**src/rtl/m_timer_pkg.sv**
```systemverilog
// Shared types and limits for the MM:SS countdown timer.
// The state encoding is visible on the top-level state_dbg port.
package m_timer_pkg;

  typedef enum logic [1:0] {
    ST_IDLE    = 2'd0,
    ST_RUN     = 2'd1,
    ST_PAUSE   = 2'd2,
    ST_EXPIRED = 2'd3
  } state_e;

  localparam logic [3:0] BCD_MAX   = 4'd9;
  localparam logic [3:0] SEC_H_MAX = 4'd5;

  typedef struct packed {
    logic [3:0] min_h;
    logic [3:0] min_l;
    logic [3:0] sec_h;
    logic [3:0] sec_l;
  } mmss_t;

  function automatic logic bcd_le(input logic [3:0] d, input logic [3:0] lim);
    return (d <= lim);
  endfunction

endpackage

```
**src/rtl/m_bcd_dec_digit.sv**
```systemverilog
// One BCD digit decrementer. When the digit is 0 it wraps to WRAP and asserts a borrow
// into the next, more significant digit.
module m_bcd_dec_digit
  import m_timer_pkg::*;
#(
  parameter logic [3:0] WRAP = BCD_MAX
) (
  input  logic [3:0] digit_i,
  input  logic       dec_i,
  output logic [3:0] digit_o,
  output logic       borrow_o
);

  always_comb begin
    digit_o  = digit_i;
    borrow_o = 1'b0;
    if (dec_i) begin
      if (digit_i == 4'd0) begin
        digit_o  = WRAP;
        borrow_o = 1'b1;
      end else begin
        digit_o = digit_i - 4'd1;
      end
    end
  end

endmodule

```
**src/rtl/m_countdown_mmss.sv**
```systemverilog
// MM:SS countdown timer: BCD digit load with validation, a one-second prescaler and
// a four-state control FSM. All pulse outputs are registered and last one clock cycle.
module m_countdown_mmss
  import m_timer_pkg::*;
#(
  parameter int TICK_DIV = 50_000_000,
  parameter int MIN_MAX  = 99
) (
  input  logic       clk,
  input  logic       rst_n,
  input  logic       load,
  input  logic [3:0] ld_min_h,
  input  logic [3:0] ld_min_l,
  input  logic [3:0] ld_sec_h,
  input  logic [3:0] ld_sec_l,
  input  logic       start,
  input  logic       pause,
  output logic [3:0] min_h,
  output logic [3:0] min_l,
  output logic [3:0] sec_h,
  output logic [3:0] sec_l,
  output logic       running,
  output logic       expired,
  output logic       done,
  output logic       sec_borrow,
  output logic       load_err,
  output logic [1:0] state_dbg
);

  localparam int              PW         = $clog2(TICK_DIV);
  localparam logic [PW-1:0]   PRESC_LAST = PW'(TICK_DIV - 1);
  localparam logic [3:0]      MM_H       = 4'(MIN_MAX / 10);
  localparam logic [3:0]      MM_L       = 4'(MIN_MAX % 10);

  state_e        state_q, state_d;
  mmss_t         val_q, val_d;
  logic [PW-1:0] presc_q, presc_d;
  logic          done_q, done_d;
  logic          borrow_q, borrow_d;
  logic          lerr_q, lerr_d;

  logic  ld_ok, ld_take, ld_rej;
  logic  value_nz, in_run, run_cnt, tick;
  logic  pause_take, start_take, hit_zero;
  mmss_t dec_val;
  logic  b_sec_l, b_sec_h, b_min_l, b_min_h;

  // Minutes are range-checked digit-wise against MIN_MAX so no binary value is formed.
  always_comb begin
    ld_ok = bcd_le(ld_min_h, BCD_MAX) && bcd_le(ld_min_l, BCD_MAX) &&
            bcd_le(ld_sec_h, SEC_H_MAX) && bcd_le(ld_sec_l, BCD_MAX) &&
            ((ld_min_h < MM_H) || ((ld_min_h == MM_H) && (ld_min_l <= MM_L)));
  end

  assign ld_take    = load && ld_ok;
  assign ld_rej     = load && !ld_ok;
  assign value_nz   = |val_q;
  assign in_run     = (state_q == ST_RUN);
  // load owns the cycle, then pause; start in RUN is ignored so it never blocks a tick.
  assign run_cnt    = !load && !pause && in_run;
  assign tick       = run_cnt && (presc_q == PRESC_LAST);
  assign pause_take = !load && pause && in_run;
  assign start_take = !load && !pause && start && value_nz &&
                      ((state_q == ST_IDLE) || (state_q == ST_PAUSE));

  m_bcd_dec_digit #(.WRAP(BCD_MAX)) u_dec_sec_l (
    .digit_i (val_q.sec_l),
    .dec_i   (tick),
    .digit_o (dec_val.sec_l),
    .borrow_o(b_sec_l)
  );

  m_bcd_dec_digit #(.WRAP(SEC_H_MAX)) u_dec_sec_h (
    .digit_i (val_q.sec_h),
    .dec_i   (b_sec_l),
    .digit_o (dec_val.sec_h),
    .borrow_o(b_sec_h)
  );

  m_bcd_dec_digit #(.WRAP(BCD_MAX)) u_dec_min_l (
    .digit_i (val_q.min_l),
    .dec_i   (b_sec_h),
    .digit_o (dec_val.min_l),
    .borrow_o(b_min_l)
  );

  // A borrow out of min_h would mean decrementing 00:00, which RUN never does.
  m_bcd_dec_digit #(.WRAP(BCD_MAX)) u_dec_min_h (
    .digit_i (val_q.min_h),
    .dec_i   (b_min_l),
    .digit_o (dec_val.min_h),
    .borrow_o(b_min_h)
  );

  assign hit_zero = tick && (dec_val == '0);

  // FSM state register
  always_ff @(posedge clk or negedge rst_n) begin
    if (!rst_n) begin
      state_q <= ST_IDLE;
    end else begin
      state_q <= state_d;
    end
  end

  // FSM next state
  always_comb begin
    state_d = state_q;
    if (ld_take) begin
      state_d = ST_IDLE;
    end else if (ld_rej) begin
      state_d = state_q;
    end else if (pause_take) begin
      state_d = ST_PAUSE;
    end else if (start_take) begin
      state_d = ST_RUN;
    end else if (hit_zero) begin
      state_d = ST_EXPIRED;
    end
  end

  // FSM outputs
  always_comb begin
    running   = (state_q == ST_RUN);
    expired   = (state_q == ST_EXPIRED);
    state_dbg = state_q;
  end

  // Datapath next values
  always_comb begin
    val_d    = val_q;
    presc_d  = presc_q;
    done_d   = 1'b0;
    borrow_d = 1'b0;
    lerr_d   = ld_rej;
    if (ld_take) begin
      val_d   = '{min_h: ld_min_h, min_l: ld_min_l, sec_h: ld_sec_h, sec_l: ld_sec_l};
      presc_d = '0;
    end else if (run_cnt) begin
      if (tick) begin
        val_d    = dec_val;
        presc_d  = '0;
        done_d   = hit_zero;
        borrow_d = b_sec_h;
      end else begin
        presc_d = presc_q + PW'(1);
      end
    end
  end

  always_ff @(posedge clk or negedge rst_n) begin
    if (!rst_n) begin
      val_q    <= '0;
      presc_q  <= '0;
      done_q   <= 1'b0;
      borrow_q <= 1'b0;
      lerr_q   <= 1'b0;
    end else begin
      val_q    <= val_d;
      presc_q  <= presc_d;
      done_q   <= done_d;
      borrow_q <= borrow_d;
      lerr_q   <= lerr_d;
    end
  end

  assign min_h      = val_q.min_h;
  assign min_l      = val_q.min_l;
  assign sec_h      = val_q.sec_h;
  assign sec_l      = val_q.sec_l;
  assign done       = done_q;
  assign sec_borrow = borrow_q;
  assign load_err   = lerr_q;

  logic unused_ok;
  assign unused_ok = b_min_h;

endmodule
```
**config.mk**
```make
export PLATFORM = sky130hd
export DESIGN_NAME = m_countdown_mmss
export DESIGN_NICKNAME = d
export VERILOG_FILES = /design/src/rtl/m_timer_pkg.sv /design/src/rtl/m_bcd_dec_digit.sv /design/src/rtl/m_countdown_mmss.sv
export SDC_FILE = /design/constraint.sdc
export NUM_CORES = 1
export LEC_CHECK = 0
export ABC_CLOCK_PERIOD_IN_PS = 2800
export CAP_MARGIN = 30
export CORE_MARGIN = 3
export CORE_UTILIZATION = 35
export CTS_CLUSTER_DIAMETER = 200
export DETAILED_ROUTE_END_ITERATION = 10
export HOLD_SLACK_MARGIN = 0.03
export SLEW_MARGIN = 25
export SYNTH_ARGS = -nofsm -noshare
export SYNTH_HDL_FRONTEND = slang
export SYNTH_SLANG_ARGS = --single-unit
```
**constraint.sdc**
```tcl
create_clock -name clk -period 2.8 [get_ports clk]
set_input_delay 0.84 -clock clk [delete_from_list [all_inputs] [get_ports clk]]
set_output_delay 0.84 -clock clk [all_outputs]
set_load 0.02 [all_outputs]
```
==> impl_results.md, run 1 <==
- WP data required: 2.99 ns
- Via count: 2749
- Number of vias per cell: 5.73
- CP max stage cell: or4b_4
- Final period util: 99.6%
- Clock power frac: 19.7%
- Initial Util: 37.3%
- WL per Instance: 16.2 um
- Area Growth Syn to Fin: 31.6%
- I/O pin cnt: 44
- Critical path cell sequence: buf_6 -> or4b_4 -> or4b_4 -> or3_4 -> o31a_1 -> o31a_1
- Tmin final: 2.79 ns
- Chip height: 95.3 um
- Crit path largest cell delay: 0.55 ns
- 1st-iter DRT viols: 144
- Worst path top cell family by delay: simple AND/OR/NAND/NOR gates
- CTS Root Buffer Type: clkbuf_8
- Crit end category: flip-flop
- Clock Path Buffers: 2
- Max Fclk: 0.359 GHz
- RSZ-0062 raised after global routing: yes
- DRT antenna net count: 0
- Worst slew pin tran: 0.636 ns
- Reg2Reg Depth: 5
- Top cells by area, synth: dfrtp_1 (42%), or4_1 (4.8%), a21oi_1 (4.1%), o31ai_1 (4.0%), nand2_1 (3.5%)
- Yosys Warn Count: 0
- Post-synth top flop: dfrtp_1
- Post-DP HPWL: 5820 um
- Pin count of the biggest net entering global routing: 31
- Total GRT Usage: 17.9%
- Int Pwr: 1.31 mW
- Post-synth EDFFs: 0
- Asr flop ratio synth: 100%
- Power per standard cell area: 560 nW/um^2
- Bufs and invs on worst path: 1
- DRC errors left: 0
- Cells after Synth: 310
- Die Span X: 95.3 um
- First-pass GRT wire length: 12900 um
- #FFs+latches synth: 47
- Crit path depth: 6
- CP Data Arrival Time: 2.98 ns
- Area of placed instances: 3570 sq um
- Top post-synthesis cells by count: dfrtp_1 (47), nand2_1 (26), a21oi_1 (23)
- Hold-fix buffers, CTS: 0
- Min-Delay Path Class: in2async
- Dominant cell by count in the synthesized netlist: dfrtp_1
- Fill count: 702
- Worst skew pair latency: 0.30 ns
- Final hold vios: 0
- Clock Skews: 0.0120 ns
- Rows: 31
- Slew HR: 57.2%
- Placed cell count: 470
- TritonRoute pass-1 iters: 4
- CP max FO: 5
- Logic gate share of total power: 33.5%
- Mean post-synth cell area: 9.00 sq um
- CTS tree: done
- Total chip power: 2.06 mW
- Register area share after synthesis: 42.2%
- GRT overflow: 0
- Finished Cell Area: 3670 sq um
- Sequential power share: 46.8%
- # diodes: 0
- Leakage dissipation: 1.44 nW
- Routed wire length: 7780 um
- Clock edge transition at the registers on the reported setup and hold paths: 0.09 ns
- Share of cells above drive strength 1: 14.7%
- Switching Fraction: 36.5%
- Final setup violation count: 0
- GP Congestion: 0.826
- Initial antenna violation count: 0
- Peak supply drop: 0.000232 V
- NetSw: 750 uW
- CTS H-tree lvls: 2
- Max Cap Viol: 0
- Sink Count: 47
- Synth area leader: dfrtp_1
- Worst hold slack: 0.481 ns
- Port-buffer cells: 43
- Post-route setup TNS: 0 ns
- Post-synthesis cell type count: 51
- Nets@finish: 402
- Share of the synthesized area in the top cell type: 42.2%
- Vias in the first global route: 2569
- Post-Layout Cell Count: 480
- Critical path class: in2reg
- Outcome: finished, final reports clean
- Crit start category: input pin
- Slew Viols, Final: 0
- Die Area: 9080 sq um
- Synth Net Count: 332
- Core area: 7490 sq um
- Synth Cell Area: 2790 sq um
- TritonCTS buffer count: 5
==> routing by layer <==
layer  vias to the layer above  GRT usage [%]  wire, um
li1                       1350              -         -
met1                      1331           25.9      3750
met2                        62           27.3      3630
met3                         6           3.24       318
met4                         0           4.81        85
met5                         -              0         0
==> state kept, by name, summed over array words and instances, names as in the netlist <==
register    count
sec_borrow      1
sec_h           4
sec_l           4
min_l           4
load_err        1
state_dbg       2
min_h           4
presc_q        26
done            1
==> timing repair <==
item,in CTS,in global routing
resized for setup,9,1
endpoints found under the setup margin,19,3
buffers inserted,2,0
pin swaps,5,1
==> power by group through the flow <==
stage	registers (mW)	logic, mW	clock network (mW)
floorplan	1.01	0.285	0
global placement	0.970	0.684	0
detailed placement	0.973	0.691	0
CTS	0.962	0.694	0.422
global route	0.991	0.752	0.455
finish	0.963	0.689	0.405
==> layout make-up <==
class	instances	area, sq um	area share [%]
inverters	11	41.3	1.12
flip-flops and latches	47	1180	32.0
well taps	99	124	3.37
clock inverters	1	5.00	0.136
clock buffers	7	76.3	2.08
multi-input cells	238	1520	41.4
repair buffers	77	727	19.8
==> cell usage in the layout (no fill, tap or decap), drive strengths merged, types with 11 or more instances in the layout <==
cell / instances
nand2: 26
inv: 11
nor2: 16
a21oi: 23
dfrtp: 47
clkdlybuf4s50: 40
nand3: 18
o21ai: 19
o31ai: 15
buf: 37
or4: 18
nand4: 11
==> logic make-up (layout without fill, tap and decap cells) <==
| kind of cell | Yosys count | in the layout | share of synthesized area [%] |
|---|---|---|---|
| fa+ha+maj | 1 | 1 | 0.448 |
| xor+xnor | 3 | 3 | 0.942 |
| simple gates | 138 | 138 | 29.0 |
| flops | 47 | 47 | 42.2 |
| compound gates | 88 | 88 | 20.6 |
| buf+inv | 25 | 96 | 3.68 |
| mux | 8 | 8 | 3.18 |
==> final timing paths <==
check                              from     endpoint  slack (ns)
max                               pause     sec_l[3]        0.01
min                               rst_n  presc_q[15]        0.48
max reg2reg                state_dbg[1]     sec_l[3]        0.21
min reg2reg                 presc_q[25]  presc_q[25]        0.55
max in group asynchronous         rst_n   presc_q[3]        1.72
min in group clk            presc_q[25]  presc_q[25]        0.55
==> per-stage QoR <==
stage	setup slack, ns	utilization (%)
6_report	0.0109	49.0
5_1_grt	-0.0108	49.0
4_1_cts	-0.0397	49.0
3_5_place_dp	-0.570	47.7
3_3_place_gp	-0.551	47.7
2_1_floorplan	-0.0488	-
Note: power is estimated with default switching activity, not from simulation.
==> run 2: changes to the inputs <==
--- a/config.mk
+++ b/config.mk
@@ -10,6 +10,7 @@
 export CORE_MARGIN = 3
 export CORE_UTILIZATION = 35
 export CTS_CLUSTER_DIAMETER = 200
+export CTS_CLUSTER_SIZE = 10
 export DETAILED_ROUTE_END_ITERATION = 10
 export HOLD_SLACK_MARGIN = 0.03
 export SLEW_MARGIN = 25
==> results of run 2 <==
Same layout as run 1: the final DEF is identical, and so are final timing and power.
==> run 3: changes to the inputs <==
--- a/config.mk
+++ b/config.mk
@@ -7,12 +7,16 @@
 export LEC_CHECK = 0
 export ABC_CLOCK_PERIOD_IN_PS = 2800
 export CAP_MARGIN = 30
+export CELL_PAD_IN_SITES_DETAIL_PLACEMENT = 1
+export CELL_PAD_IN_SITES_GLOBAL_PLACEMENT = 2
 export CORE_MARGIN = 3
 export CORE_UTILIZATION = 35
 export CTS_CLUSTER_DIAMETER = 200
 export CTS_CLUSTER_SIZE = 10
 export DETAILED_ROUTE_END_ITERATION = 10
+export DONT_BUFFER_PORTS = 1
 export HOLD_SLACK_MARGIN = 0.03
+export PLACE_DENSITY_LB_ADDON = 0.1
 export SLEW_MARGIN = 25
 export SYNTH_ARGS = -nofsm -noshare
 export SYNTH_HDL_FRONTEND = slang
==> impl_results.md, run 3 (same netlist as run 1, synthesis figures left out) <==
- Sink Count: 47 (unchanged)
- Final setup violation count: 0 (unchanged)
- CTS tree: done (unchanged)
- Post-DP HPWL: 6210 um (was 5820 um)
- I/O pin cnt: 44 (unchanged)
- Total GRT Usage: 20.2% (was 17.9%)
- Area of placed instances: 3100 sq um (was 3570 sq um)
- Peak supply drop: 0.000319 V (was 0.000232 V)
- Port-buffer cells: 0 (was 43)
- TritonCTS buffer count: 5 (unchanged)
- # diodes: 0 (unchanged)
- Outcome: finished, final reports clean (unchanged)
- Clock Path Buffers: 2 (unchanged)
- Final hold vios: 0 (unchanged)
- Pin count of the biggest net entering global routing: 48 (was 31)
- DRT antenna net count: 0 (unchanged)
- Total chip power: 2.08 mW (was 2.06 mW)
- Max Cap Viol: 0 (unchanged)
- CP Data Arrival Time: 2.85 ns (was 2.98 ns)
- Die Span X: 95.3 um (unchanged)
- 1st-iter DRT viols: 70 (was 144)
- Share of cells above drive strength 1: 14.4% (was 14.7%)
- Hold-fix buffers, CTS: 0 (unchanged)
- Number of vias per cell: 6.08 (was 5.73)
- Min-Delay Path Class: in2async (unchanged)
- Power per standard cell area: 644 nW/um^2 (was 560 nW/um^2)
- First-pass GRT wire length: 14400 um (was 12900 um)
- Rows: 31 (unchanged)
- Cts repair resizes: 0 (was 9)
- Share of the core filled with cells: 43.2% (was 49.0%)
- Clock Skews: 0.00727 ns (was 0.0120 ns)
- DRC errors left: 0 (unchanged)
- CP max FO: 8 (was 5)
- Fill count: 890 (was 702)
- WL per Instance: 19.4 um (was 16.2 um)
- Tmin final: 2.62 ns (was 2.79 ns)
- GRT overflow: 0 (unchanged)
- CTS H-tree lvls: 2 (unchanged)
- Post-route setup TNS: 0 ns (unchanged)
- Worst skew pair latency: 0.30 ns (about the same)
- Max Fclk: 0.382 GHz (was 0.359 GHz)
- Worst slew pin tran: 0.671 ns (was 0.636 ns)
- CTS Root Buffer Type: clkbuf_8 (unchanged)
- Nets@finish: 354 (was 402)
- Most common cell after layout, fill and taps aside: dfrtp_1 (unchanged)
- Chip height: 95.3 um (unchanged)
- Slew Viols, Final: 0 (unchanged)
- Core area: 7490 sq um (unchanged)
- Most frequent cells in the layout: dfrtp_1 (47), buf_4 (27), nand2_1 (26), a21oi_1 (22) (was dfrtp_1 (47), clkdlybuf4s50_1 (40), buf_4 (30), nand2_1 (26), a21oi_1 (22))
- Slew HR: 54.9% (was 57.2%)
- Die Area: 9080 sq um (unchanged)
- GP Congestion: 0.792 (was 0.826)
- Largest Register: presc_q (unchanged)
- Initial Util: 37.3% (unchanged)
- Routed wire length: 8400 um (was 7780 um)
- RSZ-0062 raised after global routing: no (was yes)
- Critical path class: in2reg (unchanged)
- Area Growth Syn to Fin: 15.8% (was 31.6%)
- Setup slack at placement: -0.146 ns (was -0.570 ns)
- Leakage dissipation: 1.26 nW (was 1.44 nW)
- Initial antenna violation count: 0 (unchanged)
- Crit start category: input pin (unchanged)
- TritonRoute pass-1 iters: 4 (unchanged)
- Via count: 2627 (was 2749)
- Vias in the first global route: 2833 (was 2569)
- WP data required: 3.03 ns (was 2.99 ns)
- Final WS setup: 0.183 ns (was 0.0109 ns)
- Clock edge transition at the registers on the reported setup and hold paths: 0.09 ns (about the same)
- Setup Buffers After CTS: 0 (was 2)
- Final period util: 93.5% (was 99.6%)
- Crit end category: flip-flop (unchanged)
- Number of flip-flops in the largest register: 26 (unchanged)
- Finished Cell Area: 3230 sq um (was 3670 sq um)
run 3: layout make-up:
| cell class | instances | area [sq um] | area share (%) |
|---|---|---|---|
| Clock buffer | 6 | 72.6 | 2.25 |
| Tap cell | 99 | 124 | 3.83 |
| Inverter | 11 | 41.3 | 1.28 |
| Clock inverter | 2 | 60.1 | 1.86 |
| Multi-Input combinational cell | 238 | 1520 | 46.9 |
| Sequential cell | 47 | 1180 | 36.4 |
| Timing Repair Buffer | 29 | 243 | 7.51 |
run 3: final timing paths:
path | from | end | slack [ns] | cells after the start
worst min-delay path | rst_n | presc_q[4] | 0.22 | 0
worst max register to register | state_dbg[1] | min_l[1] | 0.37 | 6
worst max-delay path | load | min_l[1] | 0.18 | 6
min in group clk | presc_q[23] | presc_q[23] | 0.55 | 2
max in group asynchronous | rst_n | min_l[1] | 2.49 | 0
worst min register to register | presc_q[23] | presc_q[23] | 0.55 | 2
run 3: where the power goes:
| part | switching [mW] | total, mW | internal, mW |
|---|---|---|---|
| Combinational | 0.297 | 0.493 | 0.197 |
| Sequential | 0.194 | 0.984 | 0.790 |
| Clock | 0.247 | 0.604 | 0.357 |
| Total | 0.737 | 2.08 | 1.34 |
run 3: worst max-delay path: stages:
cell,delay (ns)
or4b_4,0.54
or4b_4,0.52
or3_4,0.38
buf_4,0.18
mux2_4,0.30
o21ai_2,0.10
run 3: metal layers:
layer | GRT usage [%] | wire length [um] | part of all wire, %
met5 | 0 | 0 | 0
met3 | 3.71 | 298 | 3.5
met4 | 3.61 | 53 | 0.63
met2 | 37.5 | 4350 | 52
met1 | 24.3 | 3700 | 44
run 3: per-stage QoR:
stage	hold WS (ns)	cells
after floorplan	0.474	310
after global placement	0.500	424
after detailed placement	0.528	424
after CTS	0.209	432
after global routing	0.199	432
final	0.219	432
